### config.mk
export PLATFORM = sky130hd
export DESIGN_NAME = viol_reset_ctrl
export DESIGN_NICKNAME = d
export VERILOG_FILES = /design/src/rtl/viol_reset_ctrl.sv
export SDC_FILE = /design/constraint.sdc
export NUM_CORES = 1
export LEC_CHECK = 0
export ABC_AREA = 1
export ABC_CLOCK_PERIOD_IN_PS = 1500
export CAP_MARGIN = 20
export CORE_UTILIZATION = 42
export DETAILED_ROUTE_END_ITERATION = 8
export GPL_TIMING_DRIVEN = 1
export PLACE_DENSITY = 0.75
export SLEW_MARGIN = 10
export SYNTH_ARGS = -nofsm -noshare
export SYNTH_HDL_FRONTEND = slang
export SYNTH_SLANG_ARGS = --single-unit
### constraint.sdc
create_clock -name clk -period 1.5 [get_ports clk]
set_clock_uncertainty 0.2 [all_clocks]
set_input_delay 0.3 -clock clk [delete_from_list [all_inputs] [get_ports clk]]
set_output_delay 0.3 -clock clk [all_outputs]
set_load 0.02 [all_outputs]
### src/rtl/viol_reset_ctrl.sv
// Merges per-monitor violation lines into one stretched MCU system reset with sticky cause and saturating count.
// Optional macro VIOL_CAUSE_CLR_EN adds a cause_clr port that clears viol_cause while running.
module viol_reset_ctrl #(
  parameter int unsigned NUM_SRC       = 4,
  parameter int unsigned HOLD_CYCLES   = 16,
  parameter int unsigned CNT_W         = 8,
  parameter logic [15:0] RESET_HANDLER = 16'hFFFE
) (
  input  logic               clk,
  input  logic               rst,
  input  logic [NUM_SRC-1:0] viol_in,
  input  logic [15:0]        pc,
`ifdef VIOL_CAUSE_CLR_EN
  input  logic               cause_clr,
`endif
  output logic               system_reset,
  output logic [NUM_SRC-1:0] viol_cause,
  output logic [CNT_W-1:0]   viol_count,
  output logic               busy
);

  typedef enum logic [1:0] {
    RUN      = 2'd0,
    HOLD     = 2'd1,
    WAIT_VEC = 2'd2
  } state_t;

  localparam logic [7:0]       HOLD_LOAD = 8'(HOLD_CYCLES - 1);
  localparam logic [CNT_W-1:0] CNT_ONE   = CNT_W'(1);

  state_t             state, state_nx;
  logic [7:0]         hold_cnt, hold_nx;
  logic [NUM_SRC-1:0] cause_nx;
  logic [CNT_W-1:0]   count_nx, count_sat;
  logic               any_viol, clr_req;

  assign any_viol  = |viol_in;
  assign count_sat = (viol_count == '1) ? viol_count : viol_count + CNT_ONE;

`ifdef VIOL_CAUSE_CLR_EN
  assign clr_req = cause_clr;
`else
  assign clr_req = 1'b0;
`endif

  assign system_reset = rst | (state == HOLD) | any_viol;
  assign busy         = (state != RUN);

  always_ff @(posedge clk) begin
    if (rst) begin
      state      <= RUN;
      hold_cnt   <= '0;
      viol_cause <= '0;
      viol_count <= '0;
    end else begin
      state      <= state_nx;
      hold_cnt   <= hold_nx;
      viol_cause <= cause_nx;
      viol_count <= count_nx;
    end
  end

  // The violation cycle seen in RUN/WAIT_VEC already drives system_reset, so HOLD
  // exits when hold_cnt reaches 1: entry cycle plus HOLD cycles equals HOLD_CYCLES.
  always_comb begin
    state_nx = state;
    hold_nx  = hold_cnt;
    cause_nx = viol_cause;
    count_nx = viol_count;
    case (state)
      RUN: begin
        if (any_viol) begin
          state_nx = HOLD;
          hold_nx  = HOLD_LOAD;
          cause_nx = viol_cause | viol_in;
          count_nx = count_sat;
        end else if (clr_req) begin
          cause_nx = '0;
        end
      end
      HOLD: begin
        cause_nx = viol_cause | viol_in;
        if (hold_cnt > 8'd1) begin
          hold_nx = hold_cnt - 8'd1;
        end else if (any_viol) begin
          hold_nx = HOLD_LOAD;
        end else begin
          state_nx = WAIT_VEC;
        end
      end
      WAIT_VEC: begin
        if (any_viol) begin
          state_nx = HOLD;
          hold_nx  = HOLD_LOAD;
          cause_nx = viol_cause | viol_in;
          count_nx = count_sat;
        end else if (pc == RESET_HANDLER) begin
          state_nx = RUN;
        end
      end
      default: state_nx = RUN;
    endcase
  end

endmodule

==> results.toml, run 1 <==
[drt]
wirelength_um = 3230
firstDrtPassIters = 4
wl_per_cell_um = 11.4
ant_nets = 0
drt_iter0_drc = 26
num_vias = 1413
drc = 0
avgViaCountPerCell = 4.98

[floorplanning]
ios = 36
coreArea_mm2 = 0.00278
die_y_um = 56.5
row_count = 19
dieArea_mm2 = 0.00320
dieWidth_um = 56.5
initial_core_util = 0.449

[timing]
slew_headroom = 0.832
rsz0062_at_grt = "yes"
fmax_mhz = 653
min_period_over_period = 1.02
final-setup-viol-count = 3
finalSetupTns_ns = -0.0626
timing.final.crit_period_ns = 1.53
hold_viol = 0
worst_pin_slew_ns = 0.251
drv_slew = 0
setup_slack_ns = -0.0306

[setup_path]
cp-start-kind = "input pin"
critPathKind = "input pin to output pin"
path_max_fanout = 2
critPathLaunch = "viol_in[0]"
slowest_delay_ns = 0.24
crit_path_end_kind = "output pin"
crit_path_cell_trace = "dlygate4sd2_1 -> nor2_1 -> nand2_1 -> inv_1 -> nand3_2 -> buf_6"
critPathSlowestCell = "dlygate4sd2_1"
cp.required_ns = 1.00
arrival_ns = 1.03
crit_buf_inv = 3
cp_top_family = "buffers and inverters"
reg2reg_from = "hold_cnt[0]$_SDFFE_PP0P_"

[synthesis]
syn_nets = 213
syn_area_mm2 = 0.00125
ys_warn_count = 0
ys_ff_latch = 22
synth-xor-area-share = 0.0351
synth_simple_gate_area_frac = 0.396
synth_compound_area_frac = 0.0992
synth_cell_types = 21
syn_inst = 188
postSynthAreaPerCell_um2 = 6.64
seq_area_frac_synth = 0.353
synthAdderAreaFrac = 0.0301
synth_top_family_by_area = "simple AND/OR/NAND/NOR gates"
synthMuxAreaShare = 0

[place]
dp_hpwl_um = 2240
numPortBuffers = 35
place_congestion = 0.819

[clock_network]
htreeDepth = 1
cts-root-buf = "clkbuf_4"
cts_tree = "yes"
path_clk_slew_ns = 0.13
insertion_delay_ns = 0.31
cts_num_sinks = 22
ctsHoldBuffers = 0
cts_buffers = 3
cts_buffer_depth = 2

[pwr]
power_leakage_nw = 0.914
p_comb_frac = 0.406
p_switching_uw = 573
p_clk_frac = 0.177
fin_total_pwr_mw = 1.64
switching_share = 0.349
power_density_mw_per_mm2 = 798
p_int_mw = 1.07
vdd_ir_drop_max_mv = 0.824
power_frac_seq = 0.417

[min_path]
hp-start = "viol_in[1]"
hp-class = "input pin to flop"

[job]
drv_cap = 0

[cells_and_area]
area_growth_syn_to_layout_pct = 64.7
fin_nets = 279
fill_cells = 215
drive_gt1_frac = 0.375
n_antenna_cell = 0

[global_route]
grt_pass1_wl_um = 5410
grt-ovfl-total = 0
antenna_found_initial = 0
grtUsageTotal = 0.203
grt_pass1_vias = 1326
grt_max_degree = 16

[outcome]
status = "finished with violations"
failed_checks = "negative setup slack"
## worst paths after layout
| check | end | slack, ns | cells after the start |
|---|---|---|---|
| max | system_reset | -0.03 | 6 |
| max reg2reg | hold_cnt[0]$_SDFFE_PP0P_ | -0.02 | 9 |
| min | viol_cause[1]$_SDFFE_PP0P_ | 0.12 | 3 |
| min reg2reg | viol_cause[1]$_SDFFE_PP0P_ | 0.29 | 2 |
## layer usage
| layer | wire length [µm] | vias up | part of all wire | track usage |
|---|---|---|---|---|
| li1 | - | 730 | - | - |
| met1 | 1500 | 660 | 0.46 | 0.250 |
| met2 | 1630 | 23 | 0.51 | 0.378 |
| met3 | 97 | 0 | 0.030 | 0.0346 |
| met4 | 0 | 0 | 0 | 0.0209 |
| met5 | 0 | - | 0 | 0 |
## power groups by stage
stage / Combinational [mW] / Sequential [mW] / Clock, mW
2_1_floorplan: 0.265 / 0.703 / 0
3_3_place_gp: 0.513 / 0.681 / 0
3_5_place_dp: 0.516 / 0.681 / 0
4_1_cts: 0.568 / 0.677 / 0.302
5_1_grt: 0.731 / 0.691 / 0.322
6_report: 0.666 / 0.685 / 0.290
## registers in the layout, summed over array words and instances (netlist names)
name,flops
state,2
viol_cause,4
hold_cnt,8
viol_count,8
## cell type report
class / count / area, µm² / area share
Timing Repair Buffer: 64 / 591 / 0.287
Sequential cell: 22 / 459 / 0.223
Inverter: 25 / 104 / 0.0505
Clock buffer: 4 / 26.3 / 0.0128
Multi-Input combinational cell: 138 / 838 / 0.408
Tap cell: 31 / 38.8 / 0.0189
## worst reg2reg max path: stages (launching register included)
cell	delay (ns)
dfxtp_4	0.39
inv_4	0.06
ha_4	0.14
nor2_2	0.03
nor2_1	0.11
nand2_2	0.11
nand2_2	0.11
nand2_4	0.06
nor2_4	0.11
a21oi_1	0.08
## Yosys cell counts, drive strengths merged
library cell	n	area (µm²)
nand2	49	206
ha	3	37.5
o21ai	6	30.0
a21oi	18	93.8
buf	1	7.51
nor3	3	26.3
nand3b	1	7.51
dfxtp	22	440
nor2	30	133
nand4	5	31.3
clkbuf	2	7.51
xor2	5	43.8
nand3	18	90.1
inv	25	93.8
## logic make-up after synthesis
logic type | Yosys count
xor gates and xnor gates | 5
DFF | 22
and+or+nand+nor | 106
buffers and inverters | 28
adders and majority gates | 3
AOI/OAI and AO/OA | 24
## per-stage QoR
| stage | hold WS (ns) | std cells | area, µm² | util | setup WS, ns |
|---|---|---|---|---|---|
| 2_1_floorplan | 0.245 | 188 | 1260 | - | 0.000928 |
| 3_3_place_gp | 0.257 | 272 | 1790 | 0.645 | -0.648 |
| 3_5_place_dp | 0.261 | 272 | 1790 | 0.645 | -0.654 |
| 4_1_cts | 0.123 | 281 | 1950 | 0.700 | -0.0385 |
| 5_1_grt | 0.111 | 284 | 2060 | 0.740 | -0.103 |
| 6_report | 0.120 | 284 | 2060 | 0.740 | -0.0306 |
## placed cells by master, fill, tap and decap left out, drive strengths merged
cell | Yosys | final
nand2 | 49 | 49
buf | 1 | 31
nor2 | 30 | 30
inv | 25 | 25
dfxtp | 22 | 22
nand3 | 18 | 18
a21oi | 18 | 18
clkdlybuf4s50 | 0 | 16
clkdlybuf4s15 | 0 | 14
o21ai | 6 | 6
xor2 | 5 | 5
nand4 | 5 | 5
clkbuf | 2 | 5
ha | 3 | 3
nor3 | 3 | 3
dlygate4sd2 | 0 | 2
nand3b | 1 | 1
## what timing repair did
item                       in CTS  in global routing
gates cloned                    0                  0
setup endpoints to repair      31                 25
buffers inserted                6                  4
resized for setup              74                 32
pin swaps                      17                 15
No activity file was read; power rests on OpenSTA's default activity.
==> inputs of run 2 (changes only) <==
--- a/config.mk
+++ b/config.mk
@@ -6,12 +6,12 @@
 export NUM_CORES = 1
 export LEC_CHECK = 0
 export ABC_AREA = 1
-export ABC_CLOCK_PERIOD_IN_PS = 1500
+export ABC_CLOCK_PERIOD_IN_PS = 1650
 export CAP_MARGIN = 20
-export CORE_UTILIZATION = 42
+export CORE_UTILIZATION = 47
 export DETAILED_ROUTE_END_ITERATION = 8
 export GPL_TIMING_DRIVEN = 1
-export PLACE_DENSITY = 0.75
+export PLACE_DENSITY = 0.79
 export SLEW_MARGIN = 10
 export SYNTH_ARGS = -nofsm -noshare
 export SYNTH_HDL_FRONTEND = slang
==> constraint.sdc (replaced) <==
create_clock -name clk -period 1.65 [get_ports clk]
set_clock_uncertainty 0.2 [all_clocks]
set_input_delay 0.33 -clock clk [delete_from_list [all_inputs] [get_ports clk]]
set_output_delay 0.33 -clock clk [all_outputs]
set_load 0.02 [all_outputs]
==> run 2 against run 1 <==
  * The flow now finishes without violations
  * Final cell count down 3.9%
  * Critical path depth down 5
  * Non-clock buffer count down 10
  * Via count up 2.0%
  * Global-route usage up 5.7 points
  * Clock-buffer cell count down 1
  * Clock power up 49%
  * Critical path type is now flop to output pin
  * Largest cell class unchanged
  * Largest power group unchanged
  * Highest routed layer is now met4
==> results.toml, run 2 (synthesis gave the netlist of run 1 again) <==
[outcome]
status = "complete, no violations"

[setup_path]
critPathSlowestCell = "dfxtp_1"
critPathKind = "flop to output pin"
slowest_delay_ns = 0.41
rrSetupSlack_ns = 0.03
crit_path_end_kind = "output pin"
crit_path_cell_trace = "dlygate4sd2_1"
r2r-end = "hold_cnt[2]$_SDFFE_PP0P_"
cp_top_family = "flip-flops"
crit_buf_inv = 1
critPathLaunch = "viol_count[4]$_SDFFE_PP0P_"
cp.depth = 1
reg2reg_from = "hold_cnt[0]$_SDFFE_PP0P_"
endpoint = "viol_count[4]"
arrival_ns = 1.09
cp.required_ns = 1.12
rr_worst_depth = 11
path_max_fanout = 4
cp-start-kind = "flop"

[pwr]
vdd_ir_drop_max_mv = 0.640
switching_share = 0.326
power_frac_seq = 0.390
p_comb_frac = 0.335
p_clk_frac = 0.275
power_leakage_nw = 0.926
p_int_mw = 1.06
p_switching_uw = 513
power_density_mw_per_mm2 = 830
fin_total_pwr_mw = 1.57

[global_route]
grt_max_degree = 16
grt_pass1_vias = 1317
gr-usage-met2 = 0.523
grt_use_met1 = 0.252
grt.met3_usage = 0.0367
grt_pass1_wl_um = 5260
gr-max-usage-layer = "met2"
grtUsageTotal = 0.260
antenna_found_initial = 0
grt-ovfl-total = 0

[cells_and_area]
area_growth_syn_to_layout_pct = 51.8
n_antenna_cell = 0
final_common_cell = "nand2_1"
final_util = 0.758
fin_nets = 269
reg_top3 = "hold_cnt (8), viol_count (8), viol_cause (4)"
drive_gt1_frac = 0.239
final_cell_mix = "nand2_1 (42), nor2_1 (24), buf_4 (19)"

[place]
dp_hpwl_um = 2540
place_ws_ns = -0.571
numPortBuffers = 35
place_congestion = 0.872

[timing]
holdWs_ns = 0.0830
rsz0062_at_grt = "yes"
fmax_mhz = 615
timing.final.crit_period_ns = 1.62
setup_slack_ns = 0.0253
slew_headroom = 0.681
final-setup-viol-count = 0
drv_slew = 0
finalSetupTns_ns = 0
worst_pin_slew_ns = 0.474
hold_viol = 0
min_period_over_period = 0.985

[clock_network]
insertion_delay_ns = 0.33
cts_buffers = 3
cts_tree = "yes"
cts-root-buf = "clkbuf_4"
cts_buffer_depth = 2
cts_num_sinks = 22
ctsHoldBuffers = 0
htreeDepth = 1
path_clk_slew_ns = 0.14

[drt]
firstDrtPassIters = 4
avgViaCountPerCell = 5.28
drt_iter0_drc = 26
ant_nets = 0
wl_per_cell_um = 13.5
wirelength_um = 3680
drc = 0
num_vias = 1441

[floorplanning]
row_count = 18
initial_core_util = 0.499
dieWidth_um = 53.5
coreArea_mm2 = 0.00250
ios = 36
dieArea_mm2 = 0.00287
die_y_um = 53.5

[job]
drv_cap = 0

[min_path]
hp-class = "input pin to flop"
hp-start = "viol_in[1]"
## run 2: changes by cell type in the layout (fill, tap and decap cells not counted), moves of 4 or more
cell / delta
buf_6: -6
dlymetal6s2s_1: +4
buf_4: -5
clkdlybuf4s15_2: -7
a21oi_1: +5
dfxtp_1: +5
dfxtp_2: -4
clkdlybuf4s15_1: -6
a21oi_2: -6
nand2_1: +4
o21ai_0: +4
dlygate4sd2_1: +8
## run 2: worst min-delay path by stage
stage / slack, ns / cells after the start / end
CTS: 0.28 / 2 / viol_cause[2]$_SDFFE_PP0P_
finish: 0.08 / 3 / viol_cause[1]$_SDFFE_PP0P_
global placement: 0.25 / 2 / viol_cause[1]$_SDFFE_PP0P_
floorplan: 0.26 / 2 / hold_cnt[4]$_SDFFE_PP0P_
global route: 0.09 / 3 / viol_cause[1]$_SDFFE_PP0P_
detailed placement: 0.25 / 2 / viol_cause[2]$_SDFFE_PP0P_
## run 2: layout make-up
cell class	instances	area (µm²)
sequential	22	450
multi-input combinational	138	764
clock buffer	3	22.5
timing repair buffer	54	497
tap	30	37.5
clock inverter	1	30.0
fill	192	604
inverter	25	93.8
## run 2: stage by stage
stage | instance area [µm²] | instances
floorplan | 1250 | 188
global placement | 1730 | 262
detailed placement | 1730 | 262
CTS | 1770 | 266
global route | 1900 | 273
finish | 1900 | 273
## run 2: power groups by stage
stage | clock network, mW | registers [mW] | logic (mW)
floorplan | 0 | 0.638 | 0.240
global placement | 0 | 0.618 | 0.435
detailed placement | 0 | 0.621 | 0.452
CTS | 0.441 | 0.610 | 0.448
global route | 0.458 | 0.620 | 0.570
finish | 0.432 | 0.614 | 0.527
## run 2: what timing repair did
item / CTS / global route
hold endpoints to repair: 0 / 0
setup endpoints to repair: 17 / 25
setup buffers: 0 / 7
resized for setup: 25 / 25
pin swaps: 0 / 8
## run 2: metal layers
| metal | share of wire | up-vias | wire length (µm) |
|---|---|---|---|
| li1 | - | 710 | - |
| met1 | 0.38 | 671 | 1410 |
| met2 | 0.56 | 49 | 2050 |
| met3 | 0.039 | 11 | 144 |
| met4 | 0.022 | 0 | 80 |
| met5 | 0 | - | 0 |
==> inputs of run 3 (changes only) <==
==> constraint.sdc (replaced) <==
create_clock -name clk -period 1.65 [get_ports clk]
set_clock_uncertainty 0.2 [all_clocks]
set_input_delay 0.33 -clock clk [delete_from_list [all_inputs] [get_ports clk]]
set_output_delay 0.33 -clock clk [all_outputs]
set_load 0.1 [all_outputs]
==> run 3 against run 2 <==
  * First-iteration DRC count increased by 50%
  * Sequential share of layout area decreased by 0.47 points
  * Highest routed layer unchanged
  * The run now ends with negative setup slack left
  * Worst hold slack improved by 0.14 ns
  * Largest power group is now combinational logic
  * Via count decreased by 1.2%
  * Clock-buffer cell count unchanged
  * Non-clock buffer count decreased by 3
  * Utilization increased by 5.4 points
==> results.toml, run 3 (synthesis gave the netlist of run 1 again) <==
[timing]
setup_slack_ns = -0.00928
timing.final.crit_period_ns = 1.66
drv_slew = 0
hold_viol = 0
fmax_mhz = 603
final-setup-viol-count = 1
slew_headroom = 0.736
finalSetupTns_ns = -0.00928
worst_pin_slew_ns = 0.392
min_period_over_period = 1.01
rsz0062_at_grt = "yes"

[cells_and_area]
fill_cells = 173
drive_gt1_frac = 0.321
area_growth_syn_to_layout_pct = 62.6
reg_top3 = "hold_cnt (8), viol_count (8), viol_cause (4)"
n_antenna_cell = 0
final_common_cell = "nand2_1"
fin_nets = 266
final_cell_mix = "nand2_1 (41), nor2_1 (23), a21oi_1 (17), nand3_1 (17)"
layout.cells.non_filler = 270
final_util = 0.812

[setup_path]
slowest_delay_ns = 0.25
path_max_fanout = 2
cp-start-kind = "input pin"
arrival_ns = 1.13
crit_path_cell_trace = "dlygate4sd2_1 -> nor2_2 -> nand2_2 -> inv_2 -> nand3_4 -> buf_12"
crit_path_end_kind = "output pin"
cp.required_ns = 1.12
critPathSlowestCell = "dlygate4sd2_1"
critPathKind = "input pin to output pin"
rr_worst_depth = 7

[floorplanning]
dieArea_mm2 = 0.00287
coreArea_mm2 = 0.00250
die_y_um = 53.5
ios = 36
row_count = 18
initial_core_util = 0.499
dieWidth_um = 53.5

[pwr]
p_int_mw = 1.08
power_density_mw_per_mm2 = 839
p_clk_frac = 0.246
p_switching_uw = 622
power_frac_seq = 0.369
switching_share = 0.365
power_leakage_nw = 0.891
vdd_ir_drop_max_mv = 0.770
p_comb_frac = 0.385

[drt]
num_vias = 1423
wirelength_um = 3540
drt_iter0_drc = 39
ant_nets = 0
firstDrtPassIters = 4
avgViaCountPerCell = 5.27
drc = 0
wl_per_cell_um = 13.1

[clock_network]
cts_buffers = 3
cts-root-buf = "clkbuf_4"
insertion_delay_ns = 0.31
cts_tree = "yes"
path_clk_slew_ns = 0.13
cts_num_sinks = 22
cts_buffer_depth = 2
ctsHoldBuffers = 0
htreeDepth = 1

[min_path]
min_path_cells = 3
hp-class = "input pin to flop"

[outcome]
status = "finished with violations"
failed_checks = "negative setup slack"

[global_route]
grtUsageTotal = 0.264
grt-ovfl-total = 0
grt_pass1_vias = 1342
grt_pass1_wl_um = 5460
antenna_found_initial = 0
grt_max_degree = 16

[place]
place_congestion = 0.840
numPortBuffers = 35
post-place-cells = 257
dp_hpwl_um = 2600

[job]
drv_cap = 0
## run 3: changes by cell type in the layout (fill, tap and decap cells not counted), sizes merged
cell,delta
buf,+9
clkbuf,-1
clkdlybuf4s15,-1
clkdlybuf4s50,-1
dlygate4sd2,-5
dlymetal6s2s,-4
## run 3: layout make-up
class | count | area [µm²] | share of cell area
multi-input combinational | 138 | 764 | 0.376
timing repair buffer | 51 | 604 | 0.298
sequential | 22 | 473 | 0.233
inverter | 25 | 98.8 | 0.0487
tap | 30 | 37.5 | 0.0185
clock inverter | 1 | 30.0 | 0.0148
clock buffer | 3 | 22.5 | 0.0111
## run 3: per-stage QoR
stage / area (µm²) / worst slack, ns / hold WS, ns / total power, mW
after global placement: 1860 / -0.226 / 0.268 / 1.22
final: 2030 / -0.00928 / 0.225 / 1.70
after global routing: 2030 / -0.0566 / 0.222 / 1.80
after detailed placement: 1860 / -0.275 / 0.286 / 1.24
after floorplan: 1300 / 0.00565 / 0.256 / 1.01
after CTS: 1980 / -0.0242 / 0.203 / 1.69
## run 3: worst max-delay path: cells and delay by family
kind / cells / cell delay [ns]
buffers and inverters: 3 / 0.51
and+or+nand+nor: 3 / 0.28
## run 3: timing repair
action	in CTS	in global routing
gates cloned	0	0
setup endpoints to repair	6	10
pin swaps	6	2
buffers inserted	8	1
gates resized for setup	14	13
## run 3: metal layers
metal  part of all wire  GRT usage  wire [µm]  up-vias
li1                   -          -          -      706
met1               0.40      0.274       1430      668
met2               0.54      0.498       1930       40
met3              0.033     0.0367        116        9
met4              0.018      0.158         65        0
met5                  0          0          0        -
## run 3: path summary, 6_finish.rpt
| kind | end | slack [ns] | startpoint |
|---|---|---|---|
| setup / recovery | system_reset | -0.009 | viol_in[2] |
| hold / removal | viol_cause[1]$_SDFFE_PP0P_ | 0.23 | viol_in[1] |
| setup reg to reg | viol_count[2]$_SDFFE_PP0P_ | 0.10 | viol_count[0]$_SDFFE_PP0P_ |
| hold reg to reg | hold_cnt[4]$_SDFFE_PP0P_ | 0.30 | hold_cnt[4]$_SDFFE_PP0P_ |
## run 3: power groups by stage
| stage | sequential, mW | clock (mW) | combinational [mW] |
|---|---|---|---|
| after detailed placement | 0.632 | 0 | 0.604 |
| after CTS | 0.622 | 0.432 | 0.632 |
| after global routing | 0.635 | 0.458 | 0.702 |
| final | 0.629 | 0.419 | 0.655 |
| after floorplan | 0.747 | 0 | 0.263 |
| after global placement | 0.629 | 0 | 0.586 |
